==> src/rtl/lsu_memory_interface.sv <==
// Memory-side stage of the LSU: registers one fired load/store, runs a valid/ready
// request to data memory, waits for the response and returns a tagged result pulse.
module lsu_memory_interface #(
   parameter int XLEN     = 32,
   parameter int LDQ_SIZE = 32,
   parameter int STQ_SIZE = 32
) (
   input  logic                        clk,
   input  logic                        reset_n,
   input  logic                        fire_memory_op,
   input  logic                        memory_op_type,
   input  logic [XLEN-1:0]             memory_address,
   input  logic [XLEN-1:0]             memory_data,
   input  logic [$clog2(LDQ_SIZE)-1:0] load_fired_ldq_index,
   input  logic [$clog2(STQ_SIZE)-1:0] store_fired_index,
   input  logic                        flush,
   output logic                        lsu_ready,
   output logic                        accept,
   output logic                        mem_req_valid,
   input  logic                        mem_req_ready,
   output logic                        mem_req_write,
   output logic [XLEN-1:0]             mem_req_addr,
   output logic [XLEN-1:0]             mem_req_wdata,
   input  logic                        mem_resp_valid,
   input  logic [XLEN-1:0]             mem_resp_rdata,
   output logic                        load_result_valid,
   output logic [$clog2(LDQ_SIZE)-1:0] load_result_ldq_index,
   output logic [XLEN-1:0]             load_result_data,
   output logic                        store_done_valid,
   output logic [$clog2(STQ_SIZE)-1:0] store_done_stq_index
);
   localparam int LDQ_W = $clog2(LDQ_SIZE);
   localparam int STQ_W = $clog2(STQ_SIZE);

   typedef enum logic [1:0] {IDLE, REQ, RESP} state_t;

   state_t             state_q, state_d;
   logic               write_q, write_d;
   logic [XLEN-1:0]    addr_q, addr_d;
   logic [XLEN-1:0]    wdata_q, wdata_d;
   logic [LDQ_W-1:0]   ldq_idx_q, ldq_idx_d;
   logic [STQ_W-1:0]   stq_idx_q, stq_idx_d;
   logic               killed_q, killed_d;
   logic               ld_valid_q, ld_valid_d;
   logic [LDQ_W-1:0]   ld_idx_q, ld_idx_d;
   logic [XLEN-1:0]    ld_data_q, ld_data_d;
   logic               st_valid_q, st_valid_d;
   logic [STQ_W-1:0]   st_idx_q, st_idx_d;

   always_ff @(posedge clk or negedge reset_n) begin
      if (!reset_n) begin
         state_q    <= IDLE;
         write_q    <= 1'b0;
         addr_q     <= '0;
         wdata_q    <= '0;
         ldq_idx_q  <= '0;
         stq_idx_q  <= '0;
         killed_q   <= 1'b0;
         ld_valid_q <= 1'b0;
         ld_idx_q   <= '0;
         ld_data_q  <= '0;
         st_valid_q <= 1'b0;
         st_idx_q   <= '0;
      end else begin
         state_q    <= state_d;
         write_q    <= write_d;
         addr_q     <= addr_d;
         wdata_q    <= wdata_d;
         ldq_idx_q  <= ldq_idx_d;
         stq_idx_q  <= stq_idx_d;
         killed_q   <= killed_d;
         ld_valid_q <= ld_valid_d;
         ld_idx_q   <= ld_idx_d;
         ld_data_q  <= ld_data_d;
         st_valid_q <= st_valid_d;
         st_idx_q   <= st_idx_d;
      end
   end

   always_comb begin
      state_d       = state_q;
      write_d       = write_q;
      addr_d        = addr_q;
      wdata_d       = wdata_q;
      ldq_idx_d     = ldq_idx_q;
      stq_idx_d     = stq_idx_q;
      killed_d      = killed_q;
      ld_valid_d    = 1'b0;
      ld_idx_d      = ld_idx_q;
      ld_data_d     = ld_data_q;
      st_valid_d    = 1'b0;
      st_idx_d      = st_idx_q;
      lsu_ready     = 1'b0;
      accept        = 1'b0;
      mem_req_valid = 1'b0;
      case (state_q)
         IDLE: begin
            lsu_ready = 1'b1;
            accept    = fire_memory_op & ~flush;
            if (accept) begin
               write_d  = memory_op_type;
               addr_d   = memory_address;
               wdata_d  = memory_op_type ? memory_data : '0;
               killed_d = 1'b0;
               if (memory_op_type) stq_idx_d = store_fired_index;
               else                ldq_idx_d = load_fired_ldq_index;
               state_d  = REQ;
            end
         end
         REQ: begin
            mem_req_valid = 1'b1;
            if (flush && !write_q) killed_d = 1'b1;
            if (mem_req_ready) state_d = RESP;
         end
         RESP: begin
            if (flush && !write_q) killed_d = 1'b1;
            if (mem_resp_valid) begin
               state_d = IDLE;
               if (write_q) begin
                  st_valid_d = 1'b1;
                  st_idx_d   = stq_idx_q;
               end else if (!killed_q && !flush) begin
                  // a flush coinciding with the response still kills the load
                  ld_valid_d = 1'b1;
                  ld_idx_d   = ldq_idx_q;
                  ld_data_d  = mem_resp_rdata;
               end
            end
         end
         default: state_d = IDLE;
      endcase
   end

   assign mem_req_write         = write_q;
   assign mem_req_addr          = addr_q;
   assign mem_req_wdata         = wdata_q;
   assign load_result_valid     = ld_valid_q;
   assign load_result_ldq_index = ld_idx_q;
   assign load_result_data      = ld_data_q;
   assign store_done_valid      = st_valid_q;
   assign store_done_stq_index  = st_idx_q;
endmodule

==> config.mk <==
export PLATFORM = sky130hd
export DESIGN_NAME = lsu_memory_interface
export DESIGN_NICKNAME = d
export VERILOG_FILES = /design/src/rtl/lsu_memory_interface.sv
export SDC_FILE = /design/constraint.sdc
export NUM_CORES = 1
export LEC_CHECK = 0
export BUFFER_PORTS_ARGS = -buffer_cell sky130_fd_sc_hd__buf_4
export CORE_ASPECT_RATIO = 0.7
export CORE_MARGIN = 2
export CORE_UTILIZATION = 42
export CTS_CLUSTER_SIZE = 30
export DETAILED_ROUTE_END_ITERATION = 8
export PLACE_DENSITY = 0.78
export SYNTH_ARGS = -nofsm -noshare
export SYNTH_HDL_FRONTEND = slang
export SYNTH_SLANG_ARGS = --single-unit
==> constraint.sdc <==
create_clock -name clk -period 1.73 [get_ports clk]
set_input_delay 0 -clock clk [delete_from_list [all_inputs] [get_ports clk]]
set_output_delay 0 -clock clk [all_outputs]
set_load 0.1 [all_outputs]
==> out/metrics.yaml <==
outcome:
  outcome: "finished, violations left"
  violations: "setup timing"
worst_setup_path:
  cpMostUsedCell: "buf_6"
  cp.arrival_ns: 2.07
  path_class: "register to register"
  ff2ff_setup_slack_ns: -0.05
  cp_num_cells: 7
  path_delay_family: "buffers and inverters"
  end_kind: "register"
  slowest_stage: "dfrtp_1"
  cp_slowest_stage_delay_ns: 0.43
  r2r_start: "state_q[1]"
  critPathMaxFanout: 7
  reg2reg_to: "ldq_idx_q[4]"
  crit_chain: "inv_2 -> ha_4 -> nand3b_1 -> buf_6 -> nor2_4 -> buf_6 -> mux2_4"
  endpoint: "ldq_idx_q[4]"
  worstSetupStartpointType: "register"
  critical_path_buf_inv_count: 3
  cp.required_ns: 2.02
  reg2reg_depth: 7
  startpoint: "state_q[1]"
cts:
  clockBufferDepth: 2
  cts.sink_count: 122
  clk_latency_ns: 0.41
  cts_buffers: 17
  h-tree-depth: 4
  clock-root-buffer: "clkbuf_16"
  clk_pin_slew_ns: 0.06
  tritoncts: "built"
logic_synthesis:
  syn_nets: 465
  seq_area_frac_synth_pct: 64.8
  synth.lib_cells_used.distinct: 19
  avgSynthCellArea_um2: 13.6
  yosysWarnings: 0
  postSynthCellCount: 347
  syn_area_um2: 4710
  synth_seq_cells: 122
min_path:
  hold_class: "input pin to asynchronous set/reset pin"
final_layout:
  area_growth_pct: 84.9
  nets: 833
  nFillCells: 629
  final_area_um2: 8710
  fin_cells: 882
  finish.utilization_pct: 79.4
  drive_gt1_share_pct: 53.4
sta:
  max_freq_mhz: 563
  finClkSkew_ns: 0.00898
  slew_headroom_pct: 69.8
  setup_viol: 21
  rsz0062_at_grt: "true"
  min_period_over_period_pct: 103
  hold_viol_final: 0
  final.min_clock_period_ns: 1.78
  worst_slack_ns: -0.0478
  maxSlewViolCount: 0
  worstMarginPinSlew_ns: 0.454
drt:
  wire_per_inst_um: 17.5
  route.final.wire_length_mm: 15.4
  ant_nets: 0
  drt_iter0_markers: 106
  viasPerCell: 4.77
  drc: 0
  firstDrtPassIters: 5
  dr_total_vias: 4208
die:
  die_y_um: 92.6
  core_area_um2: 11000
  die_w_um: 131
  io_pins: 225
  start_util_pct: 42.9
  rows: 32
  die_area_um2: 12100
global_routing:
  grt_start_max_net_pins: 56
  grt_overflow: 0
  grt_first_pass_wirelength_mm: 22.8
  first_global_vias: 4475
  antenna_found_initial: 0
  busiest_layer: "met2"
  use_met3_pct: 8.49
  grtUsageTotal_pct: 24.9
  grt_use_met2_pct: 42.8
  use_met1_pct: 28.6
placed_design:
  dp_hpwl_mm: 8.33
  place.gp.congestion: 0.757
  dp_cells: 718
  dpl_cell_area_um2: 6660
  portBuffers: 224
job:
  maxCapViolCount: 0
[cell usage after synthesis (all sizes together)]
library cell / count / share of area (%)
a222oi: 1 / 0.21
nand2: 66 / 5.3
ha: 5 / 1.3
inv: 7 / 0.56
buf: 9 / 1.4
clkbuf: 8 / 0.64
nand4b: 1 / 0.19
nand2b: 1 / 0.13
o21ai: 34 / 3.6
dfrtp: 122 / 65
nor4: 2 / 0.58
mux2: 87 / 21
nor2: 1 / 0.080
nand3b: 1 / 0.16
a31oi: 1 / 0.13
nand3: 1 / 0.11
[routing by layer]
| metal | share of wire (%) | wire (um) | up-vias |
|---|---|---|---|
| li1 | - | - | 1914 |
| met2 | 50 | 7750 | 205 |
| met4 | 2.3 | 351 | 0 |
| met3 | 8.8 | 1360 | 34 |
| met5 | 0 | 0 | - |
| met1 | 39 | 5980 | 2055 |
[area by class of cell]
cell class / count / area [um^2] / share of cell area [%]
clock inverters: 14 / 196 / 2.26
well taps: 153 / 191 / 2.20
clock buffers: 18 / 439 / 5.04
diodes: 1 / 2.50 / 0.0287
repair buffers: 366 / 3170 / 36.4
inverters: 7 / 30.0 / 0.345
flip-flops and latches: 122 / 3060 / 35.1
multi-input cells: 201 / 1620 / 18.6
[state kept, by name, summed over array words and instances (netlist names)]
name,cells
stq_idx_q,5
load_result_data,32
state_q,2
mem_req_wdata,32
store_done_stq_index,5
load_result_ldq_index,5
mem_req_addr,32
load_result_valid,1
killed_q,1
ldq_idx_q,5
store_done_valid,1
mem_req_write,1
[worst min path at each step]
stage          slack, ns  depth (start not counted)                   end     from
2_1_floorplan      -0.30                          0              killed_q  reset_n
3_3_place_gp       -0.11                          1  load_result_data[17]  reset_n
3_5_place_dp       -0.11                          1  load_result_data[17]  reset_n
4_1_cts            0.003                          2  load_result_data[17]  reset_n
5_1_grt             0.02                          2  load_result_data[28]  reset_n
6_report            0.02                          2  load_result_data[15]  reset_n
[cells by family (layout without fill, tap and decap cells)]
logic type               Yosys count  after routing  share of synthesized area [%]
AND/OR/NAND/NOR                   73             73                           6.51
multiplexers                      87             87                           20.8
other                              0              1                              0
AO/OA/AOI/OAI                     36             36                           3.96
flip-flops                       122            122                           64.8
buffers and inverters             24            405                           2.55
adder cells (fa/ha/maj)            5              5                           1.33
[per-stage QoR]
step	setup WS, ns	hold WS, ns	TNS (ns)
final	-0.0478	0.0165	-0.323
after global placement	0.0487	-0.110	0
after CTS	0.00133	0.00327	0
after floorplan	-0.165	-0.296	-5.01
after global routing	-0.107	0.0187	-3.95
after detailed placement	-0.0210	-0.110	-0.354
[worst reg2reg max path: cells and delay by family, from the launching register on]
family	cells	cell delay, ns
adder cells (fa/ha/maj)	1	0.14
buffers and inverters	3	0.49
flip-flops	1	0.43
multiplexers	1	0.30
AND/OR/NAND/NOR	2	0.30
[cell usage in the layout, fill, tap and decap left out, types with 2 or more instances in the layout]
| cell type | n |
|---|---|
| buf_12 | 5 |
| buf_4 | 241 |
| buf_6 | 6 |
| bufinv_16 | 4 |
| clkbuf_16 | 19 |
| clkinv_2 | 2 |
| clkinv_4 | 4 |
| clkinvlp_4 | 4 |
| dfrtp_1 | 121 |
| dlygate4sd3_1 | 110 |
| ha_4 | 3 |
| inv_1 | 4 |
| inv_2 | 2 |
| mux2_1 | 2 |
| mux2_2 | 80 |
| mux2_4 | 5 |
| nand2_1 | 63 |
| nand2_2 | 3 |
| o21ai_0 | 18 |
| o21ai_1 | 13 |
| o21ai_2 | 3 |
[repair_timing]
action                                 in CTS  in global routing
gates resized for setup                     7                 38
pin swaps                                   1                  5
cloned                                      2                  4
endpoints found under the hold margin     230                  0
hold buffers                              110                  0
setup endpoints to repair                  52                 96
setup buffers                               6                 11
Power is left out: the tool's default activity adds up to more than one toggle a clock period on the data nets, which glitch-free logic cannot reach.
